==> config.mk <==
export PLATFORM = sky130hd
export DESIGN_NAME = dec_chain_ctrl
export DESIGN_NICKNAME = d
export VERILOG_FILES = /design/src/rtl/dec_ctrl_pkg.sv /design/src/rtl/dec_sample_fifo.sv /design/src/rtl/dec_chain_ctrl.sv
export SDC_FILE = /design/constraint.sdc
export NUM_CORES = 1
export LEC_CHECK = 0
export BUFFER_PORTS_ARGS = -buffer_cell sky130_fd_sc_hd__buf_4
export CAP_MARGIN = 0
export CELL_PAD_IN_SITES_DETAIL_PLACEMENT = 1
export CELL_PAD_IN_SITES_GLOBAL_PLACEMENT = 2
export CORE_MARGIN = 2
export CORE_UTILIZATION = 41
export CTS_CLUSTER_DIAMETER = 200
export DETAILED_ROUTE_END_ITERATION = 10
export GPL_TIMING_DRIVEN = 1
export MAX_ROUTING_LAYER = met4
export PLACE_DENSITY = 0.9
export SYNTH_ARGS = -nofsm -noshare
export SYNTH_HDL_FRONTEND = slang
export SYNTH_HIERARCHICAL = 1
export SYNTH_SLANG_ARGS = --single-unit
==> constraint.sdc <==
create_clock -name clk -period 4.2 [get_ports clk]
set_clock_uncertainty 0.1 [all_clocks]
set_input_delay 0.42 -clock clk [delete_from_list [all_inputs] [get_ports clk]]
set_output_delay 0.42 -clock clk [all_outputs]
set_load 0.02 [all_outputs]
==> src/rtl/dec_ctrl_pkg.sv <==
// Shared definitions for the ADC decimation-chain sequencer.
//   state_e   : sequencer state encoding, also exported on the debug state port
//   DW_DEF    : default sample width (HB2 dat_out)
//   CNT_W_DEF : default width of the settle/capture counters
package dec_ctrl_pkg;

    localparam int DW_DEF    = 35;
    localparam int CNT_W_DEF = 16;

    typedef enum logic [2:0] {
        ST_IDLE   = 3'd0,
        ST_FLUSH  = 3'd1,
        ST_SETTLE = 3'd2,
        ST_RUN    = 3'd3,
        ST_DRAIN  = 3'd4
    } state_e;

endpackage

==> src/rtl/dec_sample_fifo.sv <==
// Small synchronous sample FIFO with a valid/ready read side.
// Ports:
//   clk, rstn  : clock, asynchronous active-low reset (contents cleared)
//   push       : write push_dat; taken when not full, or when full and a pop
//                happens in the same cycle
//   push_dat   : sample to write
//   full/empty : occupancy flags, derived from registered pointers only
//   m_vld      : head entry valid (== !empty)
//   m_rdy      : consumer ready; a pop happens when m_vld && m_rdy
//   m_dat      : head entry, stable while m_vld && !m_rdy
// Handshake: a sample transfers on every cycle where m_vld and m_rdy are
// both high at the clock edge; m_vld never depends combinationally on m_rdy.
module dec_sample_fifo #(
    parameter int DW    = 35,
    parameter int DEPTH = 4
) (
    input  logic          clk,
    input  logic          rstn,
    input  logic          push,
    input  logic [DW-1:0] push_dat,
    output logic          full,
    output logic          m_vld,
    input  logic          m_rdy,
    output logic [DW-1:0] m_dat,
    output logic          empty
);

    localparam int AW = $clog2(DEPTH);
    localparam int PW = AW + 1;

    // Pointers carry one extra wrap bit so full and empty are distinguishable.
    logic [PW-1:0] wr_ptr_q, wr_ptr_d;
    logic [PW-1:0] rd_ptr_q, rd_ptr_d;
    logic [DW-1:0] mem_q [DEPTH];

    logic pop;
    logic push_ok;

    assign empty   = (wr_ptr_q == rd_ptr_q);
    assign full    = (wr_ptr_q[AW] != rd_ptr_q[AW]) &&
                     (wr_ptr_q[AW-1:0] == rd_ptr_q[AW-1:0]);
    assign m_vld   = !empty;
    assign m_dat   = mem_q[rd_ptr_q[AW-1:0]];
    assign pop     = m_vld && m_rdy;
    // A pop frees the head slot at the same edge, so full+pop still accepts.
    assign push_ok = push && (!full || pop);

    always_comb begin
        wr_ptr_d = wr_ptr_q;
        rd_ptr_d = rd_ptr_q;
        if (push_ok) wr_ptr_d = wr_ptr_q + PW'(1);
        if (pop)     rd_ptr_d = rd_ptr_q + PW'(1);
    end

    always_ff @(posedge clk or negedge rstn) begin
        if (!rstn) begin
            wr_ptr_q <= '0;
            rd_ptr_q <= '0;
            for (int i = 0; i < DEPTH; i++) mem_q[i] <= '0;
        end else begin
            wr_ptr_q <= wr_ptr_d;
            rd_ptr_q <= rd_ptr_d;
            if (push_ok) mem_q[wr_ptr_q[AW-1:0]] <= push_dat;
        end
    end

endmodule

==> src/rtl/dec_chain_ctrl.sv <==
// Sequencer for the ADC decimation chain (CIC -> comp -> HB1 -> HB2).
// Holds the chain in reset while idle, flushes it on start, discards the
// start-up transient, captures samples into a small output FIFO.
// Ports:
//   clk, rstn          : clock, asynchronous active-low reset
//   start, stop        : single-cycle requests (stop wins on collision)
//   cfg_settle_cnt     : HB2 strobes to discard, latched at start
//   cfg_cap_len        : strobes to capture (0 = until stop), latched at start
//   chain_rstn         : active-low reset to every filter
//   chain_vld/chain_dat: HB2 output strobe and sample
//   m_vld/m_rdy/m_dat  : output stream, valid/ready
//   busy, done, ovf    : status (done is a one-cycle pulse, ovf is sticky)
//   state              : debug view of the sequencer state
module dec_chain_ctrl
    import dec_ctrl_pkg::*;
#(
    parameter int DW           = DW_DEF,
    parameter int CNT_W        = CNT_W_DEF,
    parameter int FIFO_DEPTH   = 4,
    parameter int FLUSH_CYCLES = 16
) (
    input  logic             clk,
    input  logic             rstn,
    input  logic             start,
    input  logic             stop,
    input  logic [CNT_W-1:0] cfg_settle_cnt,
    input  logic [CNT_W-1:0] cfg_cap_len,
    output logic             chain_rstn,
    input  logic             chain_vld,
    input  logic [DW-1:0]    chain_dat,
    output logic             m_vld,
    input  logic             m_rdy,
    output logic [DW-1:0]    m_dat,
    output logic             busy,
    output logic             done,
    output logic             ovf,
    output logic [2:0]       state
);

    localparam int FL_W = $clog2(FLUSH_CYCLES + 1);

    state_e           state_q, state_d;
    logic [FL_W-1:0]  flush_cnt_q, flush_cnt_d;
    logic [CNT_W-1:0] settle_cnt_q, settle_cnt_d;
    logic [CNT_W-1:0] cap_cnt_q, cap_cnt_d;
    logic [CNT_W-1:0] settle_lat_q, settle_lat_d;
    logic [CNT_W-1:0] cap_len_q, cap_len_d;
    logic             ovf_q, ovf_d;
    logic             done_q, busy_q, chain_rstn_q;

    logic             fifo_push;
    logic             fifo_full;
    logic             fifo_empty;
    logic             fifo_pop;
    logic [CNT_W-1:0] settle_inc;
    logic [CNT_W-1:0] cap_inc;

    // Saturating increments: counters stick at all-ones instead of wrapping.
    assign settle_inc = (settle_cnt_q == '1) ? settle_cnt_q : settle_cnt_q + CNT_W'(1);
    assign cap_inc    = (cap_cnt_q == '1)    ? cap_cnt_q    : cap_cnt_q + CNT_W'(1);
    assign fifo_pop   = m_vld && m_rdy;

    always_comb begin
        state_d      = state_q;
        flush_cnt_d  = flush_cnt_q;
        settle_cnt_d = settle_cnt_q;
        cap_cnt_d    = cap_cnt_q;
        settle_lat_d = settle_lat_q;
        cap_len_d    = cap_len_q;
        ovf_d        = ovf_q;
        fifo_push    = 1'b0;

        case (state_q)
            ST_IDLE: begin
                if (start && !stop) begin
                    settle_lat_d = cfg_settle_cnt;
                    cap_len_d    = cfg_cap_len;
                    flush_cnt_d  = '0;
                    settle_cnt_d = '0;
                    cap_cnt_d    = '0;
                    ovf_d        = 1'b0;
                    state_d      = ST_FLUSH;
                end
            end
            ST_FLUSH: begin
                if (stop) begin
                    state_d = ST_DRAIN;
                end else if (flush_cnt_q == FL_W'(FLUSH_CYCLES - 1)) begin
                    state_d = ST_SETTLE;
                end else begin
                    flush_cnt_d = flush_cnt_q + FL_W'(1);
                end
            end
            ST_SETTLE: begin
                if (stop) begin
                    state_d = ST_DRAIN;
                end else if (settle_lat_q == '0) begin
                    state_d = ST_RUN;
                end else if (chain_vld) begin
                    // The strobe that reaches the settle count is still discarded.
                    settle_cnt_d = settle_inc;
                    if (settle_inc >= settle_lat_q) state_d = ST_RUN;
                end
            end
            ST_RUN: begin
                // A strobe in the stop cycle is still captured.
                if (chain_vld) begin
                    cap_cnt_d = cap_inc;
                    if (fifo_full && !fifo_pop) ovf_d     = 1'b1;
                    else                        fifo_push = 1'b1;
                end
                if (stop) begin
                    state_d = ST_DRAIN;
                end else if (chain_vld && (cap_len_q != '0) && (cap_inc >= cap_len_q)) begin
                    state_d = ST_DRAIN;
                end
            end
            ST_DRAIN: begin
                if (fifo_empty) state_d = ST_IDLE;
            end
            default: state_d = ST_IDLE;
        endcase
    end

    always_ff @(posedge clk or negedge rstn) begin
        if (!rstn) begin
            state_q      <= ST_IDLE;
            flush_cnt_q  <= '0;
            settle_cnt_q <= '0;
            cap_cnt_q    <= '0;
            settle_lat_q <= '0;
            cap_len_q    <= '0;
            ovf_q        <= 1'b0;
            done_q       <= 1'b0;
            busy_q       <= 1'b0;
            chain_rstn_q <= 1'b0;
        end else begin
            state_q      <= state_d;
            flush_cnt_q  <= flush_cnt_d;
            settle_cnt_q <= settle_cnt_d;
            cap_cnt_q    <= cap_cnt_d;
            settle_lat_q <= settle_lat_d;
            cap_len_q    <= cap_len_d;
            ovf_q        <= ovf_d;
            // Status outputs are registered from the next state so they line
            // up with the state they describe.
            done_q       <= (state_q == ST_DRAIN) && (state_d == ST_IDLE);
            busy_q       <= (state_d != ST_IDLE);
            chain_rstn_q <= (state_d == ST_SETTLE) || (state_d == ST_RUN);
        end
    end

    dec_sample_fifo #(
        .DW    (DW),
        .DEPTH (FIFO_DEPTH)
    ) u_fifo (
        .clk      (clk),
        .rstn     (rstn),
        .push     (fifo_push),
        .push_dat (chain_dat),
        .full     (fifo_full),
        .m_vld    (m_vld),
        .m_rdy    (m_rdy),
        .m_dat    (m_dat),
        .empty    (fifo_empty)
    );

    assign chain_rstn = chain_rstn_q;
    assign busy       = busy_q;
    assign done       = done_q;
    assign ovf        = ovf_q;
    assign state      = state_q;

endmodule

# Yosys cells after proc, flatten, opt, wreduce, memory -nomap -nowiden
# Cells that the tools add are included.
[totals]
regBits = 222
word_cells = 113
inputBits = 73
[classes]
n_addsub = 5
magnitude_cmp = 5
n_mux = 37
bitwise = 2
eq_ne = 20
n_reduce_logical = 28
[op_table]
columns = ["operator", "n"]
rows = [
  ["bitwise mux 140 bit", 1],
  ["two-way mux 16 bit", 7],
  ["two-way mux 35 bit", 3],
  ["binary-select mux 35 bit (select 2 bit)", 1],
  ["demux 35 bit (select 2 bit)", 1],
  ["one-hot mux 16 bit (2 select lines)", 2],
  ["adder 16 x 1 -> 16 bit (second input constant)", 2],
  ["== test 16 bit (second input constant)", 2],
  [">= comparator 16 bit", 2],
  ["two-way mux 3 bit", 10],
  ["logical NOT 16 bit", 1],
  ["inequality test 2 bit (second input constant)", 8],
  ["nonzero test 16 bit", 1],
  ["two-way mux 5 bit", 3],
  ["one-hot mux 3 bit (5 select lines)", 1],
  ["== test 3 x 2 -> 1 bit (second input constant)", 4],
  ["one-hot mux 5 bit (2 select lines)", 1],
  ["logical AND 1 bit", 9],
  ["AND reduction 4 bit", 2],
  ["adder 3 x 1 -> 3 bit (second input constant)", 2],
  [">= comparator 3 bit (second input constant)", 2],
  ["logical NOT 3 bit", 2],
  ["two-way mux 1 bit", 6],
  ["NOT 2 -> 3 bit", 2],
  ["16 further kinds", 22],
]

# Logic depth before layout (Yosys ltp)
[depth]
word_depth = 10
mapped_depth = 14
depth_no_buf = 13

# Hierarchy
# The synthesis kept the hierarchy.
[by_module_without_submodules]
columns = ["mod", "n_inst", "area_per_inst_um2", "seq_area_each_um2", "cells_per_inst"]
rows = [
  ["dec_sample_fifo", 1, 6702.7, 3653.5, 374],
  ["dec_chain_ctrl", 1, 4732.0, 1901.8, 539],
]

# Worst setup path before layout
# OpenSTA, ideal clock, no wires.
[synth_path]
path_kind = "register to register"
startpoint = "register cap_cnt_q[0]"
endpoint = "register state_q[0], in the netlist state[0]"
setup_time_ns = 0.083
arrival_time_ns = 2.959
path_slack_ns = 1.058
n_path_buf = 1
path_stages_with_launch = 14
cell_sequence = "dfrtp_1 ha_1 nand3_1 or3_1 buf_6 and4_4 xor2_1 ha_1 a21oi_1 o21ai_0 a2111oi_0 o21ai_0 and3_1 o21ai_0"
[synth_between]
elab_chain_cells = 7
word_cells_on_any_way = 8
cone_classes = "1 x add/sub; 1 x order compare; 1 x eq/ne; 4 x mux; 1 x reduce/logical"
[synth_lines]
columns = ["element", "line", "rtl"]
rows = [
  ["start: declaration", "dec_chain_ctrl.sv:45", "logic [CNT_W-1:0] cap_cnt_q, cap_cnt_d;"],
  ["start signal: assignment", "dec_chain_ctrl.sv:141", "cap_cnt_q <= cap_cnt_d;"],
  ["adder 16 x 1 -> 16 bit or == test 16 bit (tied branches)", "dec_chain_ctrl.sv:60", "assign cap_inc = (cap_cnt_q == '1) ? cap_cnt_q : cap_cnt_q + CNT_W'(1);"],
  ["two-way mux 16 bit (*)", "dec_chain_ctrl.sv:60", ""],
  [">= comparator 16 bit (*)", "dec_chain_ctrl.sv:114", "end else if (chain_vld && (cap_len_q != '0) && (cap_inc >= cap_len_q)) begin"],
  ["logical AND 1 bit (*)", "dec_chain_ctrl.sv:114", ""],
  ["two-way mux 3 bit (*)", "dec_chain_ctrl.sv:114", ""],
  ["two-way mux 3 bit (*)", "dec_chain_ctrl.sv:112", "if (stop) begin"],
  ["one-hot mux 3 bit (5 select lines) (*)", "dec_chain_ctrl.sv:73", "case (state_q)"],
  ["via state_d[0]", "dec_chain_ctrl.sv:42", "state_e state_q, state_d;"],
  ["end signal: assignment", "dec_chain_ctrl.sv:138", "state_q <= state_d;"],
  ["end: declaration", "dec_chain_ctrl.sv:42", ""],
]
# Mark *: on every way through the listed nets, which the timed path passes. The rest lies on a longest branch.
# A chain may end at the register's enable or synchronous reset.

# Worst setup path in the final report
[layout_path]
startpoint = "register cap_cnt_q[0]"
endpoint = "register busy_q, in the netlist busy"
[layout_between]
elab_chain_cells = 8
word_cells_on_any_way = 9
cone_classes = "1 x add/sub; 1 x order compare; 1 x eq/ne; 4 x mux; 2 x reduce/logical"
[layout_lines]
columns = ["element", "line", "rtl"]
rows = [
  ["adder 16 x 1 -> 16 bit or == test 16 bit (tied branches)", "dec_chain_ctrl.sv:60", ""],
  ["two-way mux 16 bit (*)", "dec_chain_ctrl.sv:60", ""],
  [">= comparator 16 bit (*)", "dec_chain_ctrl.sv:114", ""],
  ["logical AND 1 bit (*)", "dec_chain_ctrl.sv:114", ""],
  ["two-way mux 3 bit (*)", "dec_chain_ctrl.sv:114", ""],
  ["two-way mux 3 bit (*)", "dec_chain_ctrl.sv:112", ""],
  ["one-hot mux 3 bit (5 select lines) (*)", "dec_chain_ctrl.sv:73", ""],
  ["via state_d[1]", "dec_chain_ctrl.sv:42", ""],
  ["nonzero test 3 bit (*)", "dec_chain_ctrl.sv:148", "busy_q <= (state_d != ST_IDLE);"],
  ["end signal: assignment", "dec_chain_ctrl.sv:148", ""],
  ["end: declaration", "dec_chain_ctrl.sv:49", "logic done_q, busy_q, chain_rstn_q;"],
]
# Marked as above.

==> impl_metrics.json <==
{
  "run_status": "complete, no violations",
  "whs_path_depth": 3,
  "io_buffer_count": 115,
  "ys_types": 62,
  "grt_pass1_vias": 8522,
  "cts_setup_buffers": 0,
  "yosys.cell_count.top_type": "dfrtp_1",
  "die_h_microns": 171,
  "hpwl_mm": 18.1,
  "cp_max_fo": 10,
  "drt.antenna.violating_nets": 0,
  "gr-usage-all-layers_pct": 20.0,
  "worst_hold_path_type": "input port to flop",
  "drv_slew": 0,
  "power.leakage_uw": 0.00678,
  "dr.pass1.iters": 4,
  "routabilityCongestion": 0.810,
  "p_int_uw": 4170,
  "critical_path_arrival_ns": 4.11,
  "slowest_stage": "or3_1",
  "rsz0062_at_grt": "no",
  "remaining_drc_errors": 0,
  "die_x_microns": 171,
  "drtIter0Drc": 311,
  "synthesis.area_sq_um": 11400,
  "h-tree-depth": 1,
  "antenna_found_initial": 0,
  "pwr-share-clk_pct": 38.6,
  "ys_top_cells_by_count": "222 x dfrtp_1, 112 x mux2_2, 76 x nand2_1, 50 x o21ai_0, 41 x ha_1",
  "root_buffer": "clkbuf_16",
  "switching_share_pct": 30.1,
  "p_per_area_nw_per_um2": 434,
  "cts_hold_buf": 27,
  "cp-start-kind": "flop",
  "routed_via_density": 5.39,
  "fill_cells": 2900,
  "post-synth-top-area-cell": "dfrtp_1",
  "syn2layout_area_growth_pct": 20.2,
  "cp_top_family": "compound AO/OA/AOI/OAI gates",
  "clk_latency_ns": 0.53,
  "critPathLaunch": "cap_cnt_q[0]$_DFFE_PN0P_",
  "multi_input_area_sq_um": 5430,
  "hold_violations": 0,
  "coreArea_sq_um": 27600,
  "holdWs_ns": 0.0162,
  "start_util_pct": 41.4,
  "synthesis.nets": 1027,
  "drt_wl_total_mm": 27.8,
  "cts.reportedPaths.clkPinSlew_ns": 0.06,
  "regArea_sq_um": 5560,
  "seq_power_share_pct": 41.2,
  "ff2ff_path_depth": 12,
  "netlist_instances": 913,
  "min_period_ns": 3.74,
  "comb_power_share_pct": 20.1,
  "grt_max_degree": 137,
  "setup_tns_ns": 0,
  "yosysSeqAreaShare_pct": 48.6,
  "worstPathCellList": "ha_1 > nand3_1 > or3_1 > and4_4 > xor2_1 > ha_1 > a21oi_1 > o21ai_0 > a2111oi_0 > o21ai_0 > a31oi_1 > nand4b_1",
  "r2r-start": "cap_cnt_q[0]$_DFFE_PN0P_",
  "path_buf_inv": 0,
  "ioPinCount": 116,
  "numCtsBuffers": 25,
  "min_period_over_period_pct": 89.1,
  "cts_resized": 0,
  "setup_viol": 0,
  "cp_slowest_stage_delay_ns": 0.58,
  "cts_sinks": 222,
  "grt_pass1_wl_mm": 45.5,
  "post_drt_wl_per_cell_microns": 19.2,
  "hp-start": "cfg_settle_cnt[10]",
  "dr_total_vias": 7804,
  "fmax_mhz": 267,
  "final_nets": 1164,
  "synth_top_area_share_pct": 48.6,
  "relSlewSlack_pct": 20.0,
  "postSynthAreaPerCell_sq_um": 12.5,
  "cts_tree": "yes",
  "die-area_sq_um": 29200,
  "tightest_slew_ns": 1.20,
  "synth-main-ff-cell": "dfrtp_1",
  "grt_overflow_total": 0,
  "synthTopCellsByArea": "dfrtp_1 49%, mux2_2 11%, mux4_2 6.9%",
  "critical_path_class": "flop to flop",
  "required_ns": 4.56,
  "worstSetupPathDepth": 12,
  "yosysWarnings": 6,
  "synthArstFlopShare_pct": 100,
  "p_switching_uw": 1800,
  "endpoint_kind": "flop",
  "final_layout_size_suffix_gt1_share_pct": 33.9,
  "core.rowCount": 61,
  "maxCapViolations": 0,
  "irDropWorstVdd_mv": 0.240,
  "cts.path.max_buffers": 3,
  "synth_seq_cells": 222,
  "antennaDiodeCount": 0,
  "synth_edf_count": 0
}
==> kinds of logic after synthesis <==
kind of cell | count (synthesis) | share of synthesized area [%]
compound gates | 141 | 8.43
xor+xnor | 31 | 2.77
fa+ha+maj | 41 | 4.49
buf+inv | 83 | 3.91
flops | 222 | 48.6
mux | 185 | 22.6
simple gates | 210 | 9.24
==> area by class of cell <==
class	instances	area share [%]
clock inverters	12	1.13
flip-flops and latches	222	40.4
multi-input cells	608	39.5
inverters	38	1.04
clock buffers	34	5.23
repair buffers	155	9.19
well taps	378	3.44
==> power groups by stage <==
stage               Combinational, uW  Sequential, uW  Clock (uW)
finish                           1200            2460        2310
global route                     1350            2490        2450
CTS                              1230            2460        2370
detailed placement               1200            2490           0
global placement                 1160            2490           0
floorplan                         820            2460           0
==> metrics by stage <==
stage	total power (uW)	setup WS, ns	util, %	cells	area [sq um]
finish	5970	0.456	49.8	1447	13700
global route	6290	0.0989	49.8	1447	13700
CTS	6060	0.506	49.8	1447	13700
detailed placement	3700	0.545	45.6	1374	12600
global placement	3650	0.711	45.6	1374	12600
floorplan	3280	1.06	-	913	11400
==> worst reg2reg max path: cells and delay by family (launching register included) <==
| kind | cells | cell delay [ns] |
|---|---|---|
| compound gates | 5 | 1.23 |
| xor+xnor | 1 | 0.14 |
| fa+ha+maj | 2 | 0.58 |
| flops | 1 | 0.42 |
| simple gates | 4 | 1.21 |
==> registers in the layout (all words and copies together) (netlist names) <==
name,cells
u_fifo/wr_ptr_q,3
state,3
cap_len_q,16
settle_cnt_q,16
settle_lat_q,16
done,1
busy,1
ovf,1
u_fifo/rd_ptr_q,3
chain_rstn,1
u_fifo/mem_q,140
flush_cnt_q,5
cap_cnt_q,16
==> per-layer routing <==
metal | GRT usage, % | wire, microns
met5 | - | 0
met4 | 4.64 | 461
met3 | 2.43 | 783
met2 | 33.7 | 14000
met1 | 26.0 | 12500
==> path summary, 6_finish.rpt <==
check                      slack [ns]                            end
max in group asynchronous        2.49   u_fifo/mem_q[75]$_DFFE_PN0P_
min in group asynchronous        0.37    settle_lat_q[6]$_DFFE_PN0P_
setup reg to reg                 0.46                 busy$_DFF_PN0_
hold / removal                   0.02   settle_lat_q[10]$_DFFE_PN0P_
hold reg to reg                  0.39  u_fifo/mem_q[134]$_DFFE_PN0P_
setup / recovery                 0.46                 busy$_DFF_PN0_
==> placed cells by master, fill, tap and decap left out, types with 9 or more instances in the layout <==
cell,n
a21oi_1,28
clkbuf_16,25
nor4_1,11
ha_1,41
nand4_1,12
dlygate4sd3_1,27
mux2_2,112
inv_1,38
xnor2_1,18
nor2_1,27
mux2_4,29
o21ai_0,50
mux4_2,35
dfrtp_1,220
nand3_1,20
and3_1,22
buf_4,125
xor2_1,10
a31oi_1,11
nor3_1,9
nand2_1,76
Power figures use the tool's default switching activity.
